==> src/rtl/stream_demux2_if.sv <==
// Handshake bundle for the two-way stream demultiplexer: one valid/ready input
// stream (with a per-word select) and two valid/ready output streams.
interface stream_demux2_if #(
    parameter int WIDTH = 32
);
    logic [WIDTH-1:0] in_data;
    logic             in_sel;
    logic             in_valid;
    logic             in_ready;
    logic [WIDTH-1:0] out0_data;
    logic             out0_valid;
    logic             out0_ready;
    logic [WIDTH-1:0] out1_data;
    logic             out1_valid;
    logic             out1_ready;

    // slave is the demux itself; master is the producer/consumer side
    modport slave (
        input  in_data, in_sel, in_valid, out0_ready, out1_ready,
        output in_ready, out0_data, out0_valid, out1_data, out1_valid
    );

    modport master (
        output in_data, in_sel, in_valid, out0_ready, out1_ready,
        input  in_ready, out0_data, out0_valid, out1_data, out1_valid
    );
endinterface

==> src/rtl/stream_demux2.sv <==
// Two-way stream demultiplexer: each accepted word is steered by in_sel into
// one of two independent 2-entry FIFOs, so a stalled consumer never blocks the other.
module stream_demux2 #(
    parameter int WIDTH = 32
) (
    input  logic           clk,
    input  logic           rst_n,
    stream_demux2_if.slave bus
);
    logic [WIDTH-1:0] mem_q [2][2];
    logic [WIDTH-1:0] mem_d [2][2];
    logic [1:0]       cnt_q [2];
    logic [1:0]       cnt_d [2];
    // bit n of each vector belongs to FIFO n
    logic [1:0]       wr_ptr_q, wr_ptr_d;
    logic [1:0]       rd_ptr_q, rd_ptr_d;
    logic [1:0]       full, empty, push, pop;
    logic             in_rdy;

    always_comb begin
        mem_d    = mem_q;
        cnt_d    = cnt_q;
        wr_ptr_d = wr_ptr_q;
        rd_ptr_d = rd_ptr_q;
        full     = '0;
        empty    = '0;
        push     = '0;
        pop      = '0;

        for (int n = 0; n < 2; n++) begin
            full[n]  = (cnt_q[n] == 2'd2);
            empty[n] = (cnt_q[n] == 2'd0);
        end

        // in_ready depends only on registered fullness, the select and reset
        in_rdy  = rst_n && !full[bus.in_sel];
        push[0] = bus.in_valid && in_rdy && !bus.in_sel;
        push[1] = bus.in_valid && in_rdy &&  bus.in_sel;
        pop[0]  = !empty[0] && bus.out0_ready;
        pop[1]  = !empty[1] && bus.out1_ready;

        for (int n = 0; n < 2; n++) begin
            if (push[n]) begin
                mem_d[n][wr_ptr_q[n]] = bus.in_data;
                wr_ptr_d[n]           = !wr_ptr_q[n];
            end
            if (pop[n]) begin
                rd_ptr_d[n] = !rd_ptr_q[n];
            end
            case ({push[n], pop[n]})
                2'b10:   cnt_d[n] = cnt_q[n] + 2'd1;
                2'b01:   cnt_d[n] = cnt_q[n] - 2'd1;
                default: cnt_d[n] = cnt_q[n];
            endcase
        end
    end

    always_ff @(posedge clk) begin
        if (!rst_n) begin
            for (int n = 0; n < 2; n++) begin
                cnt_q[n] <= 2'd0;
                for (int e = 0; e < 2; e++) begin
                    mem_q[n][e] <= '0;
                end
            end
            wr_ptr_q <= '0;
            rd_ptr_q <= '0;
        end else begin
            mem_q    <= mem_d;
            cnt_q    <= cnt_d;
            wr_ptr_q <= wr_ptr_d;
            rd_ptr_q <= rd_ptr_d;
        end
    end

    assign bus.in_ready   = in_rdy;
    assign bus.out0_valid = (cnt_q[0] != 2'd0);
    assign bus.out1_valid = (cnt_q[1] != 2'd0);
    assign bus.out0_data  = mem_q[0][rd_ptr_q[0]];
    assign bus.out1_data  = mem_q[1][rd_ptr_q[1]];
endmodule
==> src/flat_wrapper.sv <==
// flat-port wrapper written by rule: the top's interface ports become plain ports
module stream_demux2_flat 
#(
    parameter int WIDTH = 32
)
  (clk, rst_n, bus_in_data, bus_in_sel, bus_in_valid, bus_out0_ready, bus_out1_ready, bus_in_ready, bus_out0_data, bus_out0_valid, bus_out1_data, bus_out1_valid);
  stream_demux2_if #(.WIDTH(WIDTH)) bus_i ();
  input  logic clk;
  input  logic rst_n;
  input wire logic [$bits(bus_i.in_data)-1:0] bus_in_data;
  input wire logic [$bits(bus_i.in_sel)-1:0] bus_in_sel;
  input wire logic [$bits(bus_i.in_valid)-1:0] bus_in_valid;
  input wire logic [$bits(bus_i.out0_ready)-1:0] bus_out0_ready;
  input wire logic [$bits(bus_i.out1_ready)-1:0] bus_out1_ready;
  output wire logic [$bits(bus_i.in_ready)-1:0] bus_in_ready;
  output wire logic [$bits(bus_i.out0_data)-1:0] bus_out0_data;
  output wire logic [$bits(bus_i.out0_valid)-1:0] bus_out0_valid;
  output wire logic [$bits(bus_i.out1_data)-1:0] bus_out1_data;
  output wire logic [$bits(bus_i.out1_valid)-1:0] bus_out1_valid;
  assign bus_i.in_data = bus_in_data;
  assign bus_i.in_sel = bus_in_sel;
  assign bus_i.in_valid = bus_in_valid;
  assign bus_i.out0_ready = bus_out0_ready;
  assign bus_i.out1_ready = bus_out1_ready;
  assign bus_in_ready = bus_i.in_ready;
  assign bus_out0_data = bus_i.out0_data;
  assign bus_out0_valid = bus_i.out0_valid;
  assign bus_out1_data = bus_i.out1_data;
  assign bus_out1_valid = bus_i.out1_valid;
  stream_demux2 #(.WIDTH(WIDTH)) u_core (.clk(clk), .rst_n(rst_n), .bus(bus_i));
endmodule
==> config.mk <==
export PLATFORM = sky130hd
export DESIGN_NAME = stream_demux2_flat
export DESIGN_NICKNAME = d
export VERILOG_FILES = /design/src/rtl/stream_demux2_if.sv /design/src/rtl/stream_demux2.sv /design/src/flat_wrapper.sv
export SDC_FILE = /design/constraint.sdc
export NUM_CORES = 1
export LEC_CHECK = 0
export ABC_AREA = 0
export ABC_CLOCK_PERIOD_IN_PS = 2600
export BUFFER_PORTS_ARGS = -buffer_cell sky130_fd_sc_hd__buf_2
export CORE_UTILIZATION = 30
export CTS_BUF_LIST = sky130_fd_sc_hd__clkbuf_4
export DETAILED_ROUTE_END_ITERATION = 12
export MAX_ROUTING_LAYER = met4
export SLEW_MARGIN = 10
export SYNTH_ARGS = -nofsm -noshare
export SYNTH_HDL_FRONTEND = slang
export SYNTH_SLANG_ARGS = --single-unit
==> constraint.sdc <==
create_clock -name clk -period 2.6 [get_ports clk]
set_input_delay 0.52 -clock clk [delete_from_list [all_inputs] [get_ports clk]]
set_output_delay 0.52 -clock clk [all_outputs]
set_load 0.01 [all_outputs]
Word level (Yosys, flattened, before mapping)
Cells that the tools add are included.

Register bits after elaboration: 136. Input bits: 38. Output and inout bits: 67. Logic and storage cells: 69.

$add $sub $neg: 4. $lt $le $gt $ge: 7. Equal/unequal tests: 6. Multiplexer cells: 16. Bitwise gates (word level): 4. Reduce and logical (&&, ||, !) cells: 22.

Operator list (count): two-way mux 32 bit (8); bitwise mux 64 bit (2); demux 32 bit (select 1 bit) (2); equality test 2 bit (second input constant) (4); greater-or-equal comparator 2 bit (second input constant) (4); logical AND 1 bit (8); zero test 1 bit (8); NOT 1 -> 2 bit (4); case mux 2 bit (2 select lines) (2); nonzero test 2 bit (4); adder 2 x 1 -> 2 bit (second input constant) (2); equality test 2 x 1 -> 1 bit (second input constant) (2); zero test 2 bit (2); less-than comparator 2 x 1 -> 1 bit (second input constant) (2); subtractor 2 x 1 -> 2 bit (second input constant) (2); less-than comparator 1 x 2 -> 1 bit (second input constant) (1); two-way mux 1 bit (2).

Longest topological paths before layout
Gate-level depths: netlist of the first run.

Depth in word-level cells: 9. Mapped depth: 7. Depth with buffers taken out: 6.

Least setup slack after synthesis of the first run
OpenSTA, ideal clock, no wires.

Path type: input port to output port. Start: input port rst_n. End: output port bus_in_ready. Arrival time: 1.265 ns. Required time: 2.080 ns. Setup slack: 0.815 ns. Cell stages on the path: 4. Buffers on the path: 3. Path through: buf_6 buf_2 clkbuf_1 nor2b_1.

Cells in the longest elaborated chain, start to end: 1.

Ends and longest elaborated chain: start: declaration (RTL line flat_wrapper.sv:9) `input logic rst_n;`; logical AND 1 bit (RTL line stream_demux2.sv:36) `in_rdy = rst_n && !full[bus.in_sel];`; end: declaration (RTL line flat_wrapper.sv:15) `output wire logic [$bits(bus_i.in_ready)-1:0] bus_in_ready;`.

No other way between the ends.

Worst setup path after layout of the first run
Start: register u_core.rd_ptr_q[1]. End: output port bus_out1_data[31].

Cells in the longest elaborated chain, start to end: 4.

Ends and longest elaborated chain: start: declaration (RTL line stream_demux2.sv:16) `logic [1:0] rd_ptr_q, rd_ptr_d;`; start signal: assignment (RTL line stream_demux2.sv:72) `rd_ptr_q <= rd_ptr_d;`; NOT 1 -> 2 bit (implied by the code) (RTL line stream_demux2.sv:80) `assign bus.out1_data = mem_q[1][rd_ptr_q[1]];`; two-way mux 32 bit (implied by the code) (3 in a row) (RTL line stream_demux2.sv:80); end: declaration (RTL line flat_wrapper.sv:18) `output wire logic [$bits(bus_i.out1_data)-1:0] bus_out1_data;`.

No other way between the ends. The select of a mux whose other input is x is not followed.

==> results.toml, run 1 <==
[setup_path]
worstPathArrival_ps = 1840
cpMaxStageDelayCell = "sky130_fd_sc_hd__dfxtp_4"
timing.critical_path.max_delay_family = "flip-flops"
worstSetupEndpointType = "output port"
criticalPathCategory = "reg2out"
number_of_buffer_and_inverter_stages_on_the_critical_path = 2
worst_setup_path_start_kind = "flop"
worstPathCellList = "buf_4 > mux2_2 > buf_2"
worst_path_largest_cell_delay_ps = 520
crit_path_max_fanout = 15
data_required_time_of_the_critical_path_ps = 2080

[floorplan]
die_area_um2 = 20400
dieHeight_um = 143
rows = 51
floorplan.core_area_um2 = 19500
initial_core_util_pct = 30.5
ios = 105
chipWidth_um = 143

[place]
detailedPlace.worstSlack_ps = 666
hpwl_um = 8570
placement.cell_area_um2 = 6660
routabilityCongestion = 0.680
port-buffer-count = 104

[min_path]
timing.hold.worst.class = "in2reg"

[sta]
hold_viol = 0
fin_skew_ps = 30.3
clock.fmax_mhz = 424
min_period_over_period_pct = 90.7
setup-tns-final_ps = 0
rsz0062_at_grt = "no"
timing.final.setup_violations = 0
worst_slew_pin_slew_ps = 516
timing.final.crit_period_ps = 2360
timing_max_transition_violations_final = 0
timing.max_slew.rel_slack_pct = 65.6
timing.final.ws_setup_ps = 241

[power_and_ir_drop]
report.power.total_uw = 4300
power-per-cell-area_nw_per_um2 = 617
worst_ir_drop_vdd_uv = 313
power.static_leakage_uw = 0.00277

[cells_and_area]
post_route_standard_cell_area_excluding_fillers_um2 = 6960
antennaDiodeCount = 0
final_layout_size_suffix_gt1_share_pct = 32.9
areaGrowthSynthToFinish_pct = 17.1
fin_util_pct = 35.7
fin_nets = 702
layout.filler_cells = 1945

[yosys]
synth_top_cell_by_area = "sky130_fd_sc_hd__dfxtp_1"
yosysWarnings = 0
postSynthCellCount = 569
synth.yosys.seq_area_share_pct = 45.8
synth-seq-cells = 136
netlist_top_cells_area = "sky130_fd_sc_hd__dfxtp_1 (46%), sky130_fd_sc_hd__mux2i_1 (22%), sky130_fd_sc_hd__mux2_2 (12%)"
post_synth.cell_area_avg_um2 = 10.4
synth_cell_type_count = 28
netlist_area_before_placement_um2 = 5940
synth_largest_type_area_fraction_pct = 45.8
synth.net_count = 609

[clock_tree]
holdBufCountCts = 0
numCtsBuffers = 17
tritoncts = "yes"
clock_latency_ps = 570
tritoncts_sinks = 136
clock_path_buffers = 2
cts.root.buffer_cell = "sky130_fd_sc_hd__clkbuf_4"
path_clk_slew_ps = 160
cts-htree-levels = 4

[detailed_routing]
detail_route.vias_per_cell = 4.37
detail_route.first_pass.iterations = 4
drt_iter0_markers = 178
drt_drc_violations_left = 0
wl_per_cell_um = 13.9
detail-route-antenna-nets = 0
finalWirelength_um = 13100
vias = 4109

[grt]
number_of_antenna_violations_at_the_first_check_in_global_routing = 0
global_route_wire_length_before_repair_um = 21200
grt_max_degree = 105
globalRoute.totalOverflow = 0
globalRouteTotalUtil_pct = 13.9
grt_pass1_vias = 4058

[job]
max_cap_viol_count = 0

[run_status]
run_status = "completed"
[final cells by class]
class / instances / area (um^2) / share of cell area (%)
Tap cell: 265 / 332 / 4.77
Timing Repair Buffer: 117 / 708 / 10.2
Clock buffer: 18 / 135 / 1.94
Sequential cell: 136 / 2730 / 39.2
Multi-Input combinational cell: 390 / 2890 / 41.6
Clock inverter: 14 / 163 / 2.34
[logic make-up (layout without fill, tap and decap cells)]
family | Yosys count | in the layout | synth area share (%)
AO/OA/AOI/OAI | 6 | 6 | 0.674
XOR/XNOR | 6 | 6 | 0.884
adder cells (fa/ha/maj) | 2 | 2 | 0.421
buffers and inverters | 43 | 149 | 5.60
flip-flops | 136 | 136 | 45.8
multiplexers | 195 | 195 | 34.2
AND/OR/NAND/NOR | 181 | 181 | 12.4
[worst paths after layout]
| kind | from | endpoint | slack (ps) | cells past startpoint |
|---|---|---|---|---|
| setup / recovery | u_core.rd_ptr_q[1]$_SDFFE_PN0P_ | bus_out1_data[31] | 240 | 3 |
| setup reg to reg | u_core.cnt_q[2]$_SDFFE_PN0P_ | u_core.mem_q[111]$_SDFFE_PN0P_ | 880 | 4 |
| hold reg to reg | u_core.mem_q[106]$_SDFFE_PN0P_ | u_core.mem_q[106]$_SDFFE_PN0P_ | 460 | 2 |
| hold / removal | bus_in_data[1] | u_core.mem_q[97]$_SDFFE_PN0P_ | 280 | 3 |
[synthesized netlist by cell type, drive strengths merged]
master  number
mux2i      131
and4b        2
nor2         1
nand3        1
and4         1
or2          2
xnor2        6
o21ai        2
nor2b        3
nand2      162
and3         1
a21boi       2
nand2b       2
o21a         2
nand3b       1
mux2        64
clkbuf      17
ha           2
buf         26
and2         3
or3          2
dfxtp      136
[flip-flops by register name, indices dropped and copies added, names as in the netlist]
name and flops:
u_core.mem_q 128, u_core.cnt_q 4, u_core.rd_ptr_q 2, u_core.wr_ptr_q 2
[where the power goes]
part	switching, uW	total, uW	leakage, uW	internal (uW)
logic	319	606	0.00152	286
registers	61.4	2220	0.00110	2160
clock network	866	1470	0.000149	603
[worst min-delay path, delay by kind of cell]
family                 cells  cell delay (ps)
and+or+nand+nor            1              120
muxes                      1               90
buffers and inverters      1              100
[placed cells by master, fill, tap and decap left out]
master	synthesis	routed
sky130_fd_sc_hd__nand2_1	162	162
sky130_fd_sc_hd__dfxtp_1	136	134
sky130_fd_sc_hd__mux2i_1	131	131
sky130_fd_sc_hd__buf_2	8	103
sky130_fd_sc_hd__mux2_2	64	64
sky130_fd_sc_hd__clkbuf_4	0	18
sky130_fd_sc_hd__buf_4	1	7
sky130_fd_sc_hd__buf_12	3	7
sky130_fd_sc_hd__xnor2_1	6	6
sky130_fd_sc_hd__inv_6	0	5
sky130_fd_sc_hd__clkinvlp_4	0	4
sky130_fd_sc_hd__nor2b_1	3	3
sky130_fd_sc_hd__nand2b_1	2	2
sky130_fd_sc_hd__o21a_1	2	2
sky130_fd_sc_hd__or2_2	2	2
sky130_fd_sc_hd__and4b_2	0	2
sky130_fd_sc_hd__and2_1	2	2
sky130_fd_sc_hd__o21ai_0	2	2
sky130_fd_sc_hd__or3_1	2	2
sky130_fd_sc_hd__a21boi_0	2	2
sky130_fd_sc_hd__ha_1	2	2
sky130_fd_sc_hd__bufinv_16	0	2
sky130_fd_sc_hd__clkinv_4	0	2
sky130_fd_sc_hd__and2_4	1	1
sky130_fd_sc_hd__nand3b_1	1	1
sky130_fd_sc_hd__nand3_1	1	1
sky130_fd_sc_hd__nor2_1	1	1
sky130_fd_sc_hd__and3_2	0	1
sky130_fd_sc_hd__and4_2	0	1
sky130_fd_sc_hd__inv_8	0	1
sky130_fd_sc_hd__dfxtp_2	0	1
sky130_fd_sc_hd__dfxtp_4	0	1
[timing repair]
item,CTS,global route
setup endpoints to repair,0,19
setup buffers,0,0
gates resized for setup,0,1
[metrics by stage]
stage	instances	hold WS (ps)
finish	940	283
global placement	908	438
CTS	940	240
global route	940	237
detailed placement	908	442
floorplan	569	431
[metal layers]
layer | vias to the layer above | part of all wire (%) | global-route usage (%)
li1 | 2108 | - | -
met1 | 1906 | 52 | 18.4
met2 | 84 | 43 | 20.3
met3 | 11 | 4.0 | 3.66
met4 | 0 | 1.4 | 4.98
met5 | - | 0 | -
(Power assumes the default switching activity.)
==> inputs of run 2 (changes only) <==
ABC_AREA = 1   (was 0)
==> run 2 against run 1 <==
Compared with the run above:
- non-clock buffer count increased by 9
- register-to-register slack got worse by 100 ps
- critical endpoint is now bus_out0_data[1]
- wire length grew 43%
- design area is 8.9% higher
- setup slack got worse by 11 ps
==> results.toml, run 2 <==
[clock_tree]
tritoncts_sinks = 136
post_cts_resize_count = 0
tritoncts = "yes"
holdBufCountCts = 0
path_clk_slew_ps = 110
numCtsBuffers = 17
clock_path_buffers = 2
cts.root.buffer_cell = "sky130_fd_sc_hd__clkbuf_4"
clock_latency_ps = 550
post-cts-setup-buffer-count = 0
cts-htree-levels = 4

[yosys]
synthMostInstantiatedCell = "sky130_fd_sc_hd__nand2_1"
postSynthCellCount = 1030
yosysWarnings = 0
netlist_top_cells_area = "sky130_fd_sc_hd__dfxtp_1 (42%), sky130_fd_sc_hd__nand2_1 (15%), sky130_fd_sc_hd__inv_1 (9.6%)"
synth_top_cell_by_area = "sky130_fd_sc_hd__dfxtp_1"
post_synth.cell_area_avg_um2 = 6.33
netlist_area_before_placement_um2 = 6520
synth-edff-count = 0
async_flop_share_pct = 0
synth.yosys.seq_area_share_pct = 41.8
synth_cell_type_count = 18
synth-seq-cells = 136
synth-main-ff-cell = "sky130_fd_sc_hd__dfxtp_1"
synth_largest_type_area_fraction_pct = 41.8
synth.net_count = 1070
netlist_top_cells_count = "sky130_fd_sc_hd__nand2_1 (263), sky130_fd_sc_hd__inv_1 (167), sky130_fd_sc_hd__dfxtp_1 (136)"

[detailed_routing]
detail-route-antenna-nets = 0
detail_route.vias_per_cell = 4.56
drt_iter0_markers = 551
finalWirelength_um = 18700
detail_route.first_pass.iterations = 5
wl_per_cell_um = 13.5
vias = 6323
drt_drc_violations_left = 0

[sta]
timing.final.crit_period_ps = 2370
timing.max_slew.rel_slack_pct = 33.8
rsz0062_at_grt = "no"
fin_skew_ps = 15.8
min_period_over_period_pct = 91.2
clock.fmax_mhz = 422
setup-tns-final_ps = 0
worst_slew_pin_slew_ps = 993
timing_max_transition_violations_final = 0
hold_viol = 0
timing.final.setup_violations = 0

[setup_path]
reg2reg_end = "u_core.mem_q[43]$_SDFFE_PN0P_"
worstPathArrival_ps = 1850
rr_startpoint = "u_core.cnt_q[2]$_SDFFE_PN0P_"
worst_setup_path_endpoint = "bus_out0_data[1]"
data_required_time_of_the_critical_path_ps = 2080
worst_setup_path_start_kind = "flop"
worstSetupEndpointType = "output port"
timing.critical_path.from = "u_core.rd_ptr_q[0]$_SDFFE_PN0P_"
worstRegToRegCells = 8
crit_path_max_fanout = 24
criticalPathCategory = "reg2out"
timing.reg2reg.setup_slack_ps = 780

[place]
hpwl_um = 11800
port-buffer-count = 104
routabilityCongestion = 0.775
post-place-cells = 1355

[grt]
grt_max_degree = 104
globalRouteTotalUtil_pct = 17.8
number_of_antenna_violations_at_the_first_check_in_global_routing = 1
globalRoute.totalOverflow = 0
grt_pass1_vias = 5598
global_route_wire_length_before_repair_um = 29900

[floorplan]
dieHeight_um = 149
rows = 53
ios = 105
floorplan.core_area_um2 = 21200
chipWidth_um = 149
die_area_um2 = 22300
initial_core_util_pct = 30.8

[power_and_ir_drop]
internal_power_uw = 3150
seq_power_share_pct = 49.7
power.switching_fraction_pct = 28.9
pwr-share-comb_pct = 15.6
power-per-cell-area_nw_per_um2 = 586
pwr-share-clk_pct = 34.7
switching_power_uw = 1280
power.static_leakage_uw = 0.00381
worst_ir_drop_vdd_uv = 239

[cells_and_area]
number_of_flip_flops_under_the_largest_register_name = 128
layout_common_cells = "sky130_fd_sc_hd__nand2_1 (263), sky130_fd_sc_hd__inv_1 (167), sky130_fd_sc_hd__dfxtp_1 (135)"
layout.filler_cells = 2314
final_layout_size_suffix_gt1_share_pct = 14.7
fin_nets = 1139
layout.cells.most_common = "sky130_fd_sc_hd__nand2_1"
layout.cells.non_filler = 1388
biggestRegsByFlops = "u_core.mem_q: 128 flops, u_core.cnt_q: 4 flops"
max_flop_register = "u_core.mem_q"
area.sequential_um2 = 2720
fin_util_pct = 35.8
multiInputGateArea_um2 = 2860
areaGrowthSynthToFinish_pct = 16.2

[min_path]
timing.hold.worst.class = "in2reg"

[run_status]
run_status = "completed"

[job]
max_cap_viol_count = 0
run 2: cell count changes after synthesis, sizes merged, moves of 6 or more:
cell / delta
inv: +169
nor3: +64
clkbuf: +32
nand4: +67
mux2i: -131
a21oi: +10
nand2: +101
nor2: +131
xnor2: -6
o21ai: +103
mux2: -64
run 2: worst max-delay path, stage by stage, from the launching register on:
cell and delay [ps]:
sky130_fd_sc_hd__dfxtp_1 390, sky130_fd_sc_hd__clkinvlp_4 260, sky130_fd_sc_hd__buf_4 320, sky130_fd_sc_hd__nand2_1 90, sky130_fd_sc_hd__nand2_1 90, sky130_fd_sc_hd__buf_2 160
run 2: final cells by class:
| type | count | share of cell area [%] |
|---|---|---|
| clock inverters | 12 | 2.07 |
| flip-flops and latches | 136 | 36.0 |
| inverters | 172 | 8.57 |
| well taps | 275 | 4.54 |
| diodes | 1 | 0.0330 |
| clock buffers | 20 | 1.98 |
| repair buffers | 126 | 9.09 |
| multi-input cells | 646 | 37.7 |
run 2: how the worst min path moves through the flow:
| stage | start | to | slack (ps) | depth (start not counted) |
|---|---|---|---|---|
| 6_report | bus_in_data[5] | u_core.mem_q[101]$_SDFFE_PN0P_ | 240 | 3 |
| 5_1_grt | bus_in_data[5] | u_core.mem_q[101]$_SDFFE_PN0P_ | 200 | 3 |
| 4_1_cts | bus_in_data[4] | u_core.mem_q[100]$_SDFFE_PN0P_ | 200 | 3 |
| 3_5_place_dp | u_core.mem_q[92]$_SDFFE_PN0P_ | u_core.mem_q[92]$_SDFFE_PN0P_ | 490 | 2 |
| 3_3_place_gp | u_core.mem_q[92]$_SDFFE_PN0P_ | u_core.mem_q[92]$_SDFFE_PN0P_ | 480 | 2 |
| 2_1_floorplan | u_core.cnt_q[3]$_SDFFE_PN0P_ | u_core.cnt_q[3]$_SDFFE_PN0P_ | 460 | 2 |
run 2: per-layer routing:
metal	up-vias	global-route usage (%)	share of wire [%]
li1	3336	-	-
met1	2815	24.7	50
met2	149	25.3	43
met3	23	3.39	4.6
met4	0	6.94	2.0
met5	-	-	0
run 2: cells by family (layout without fill, tap and decap cells):
kind of cell             Yosys count  after routing  synth area share, %
adder cells (fa/ha/maj)            2              2                0.384
buffers and inverters            248            330                 14.6
AND/OR/NAND/NOR                  529            529                 34.5
other                              0              1                    0
AO/OA/AOI/OAI                    115            115                 8.83
flip-flops                       136            136                 41.8
run 2: stage by stage:
step	instance area, um^2	setup WS [ps]	total power [uW]	hold WS [ps]
floorplan	6520	694	2680	459
global placement	7260	569	2940	478
detailed placement	7260	520	2950	485
CTS	7570	123	4490	204
global route	7570	101	4680	198
finish	7570	230	4440	241
run 2: power by group through the flow:
stage	Clock, uW	Sequential (uW)	Combinational, uW
finish	1540	2210	692
floorplan	0	2240	440
CTS	1590	2210	697
detailed placement	0	2250	695
global route	1680	2220	782
global placement	0	2250	693
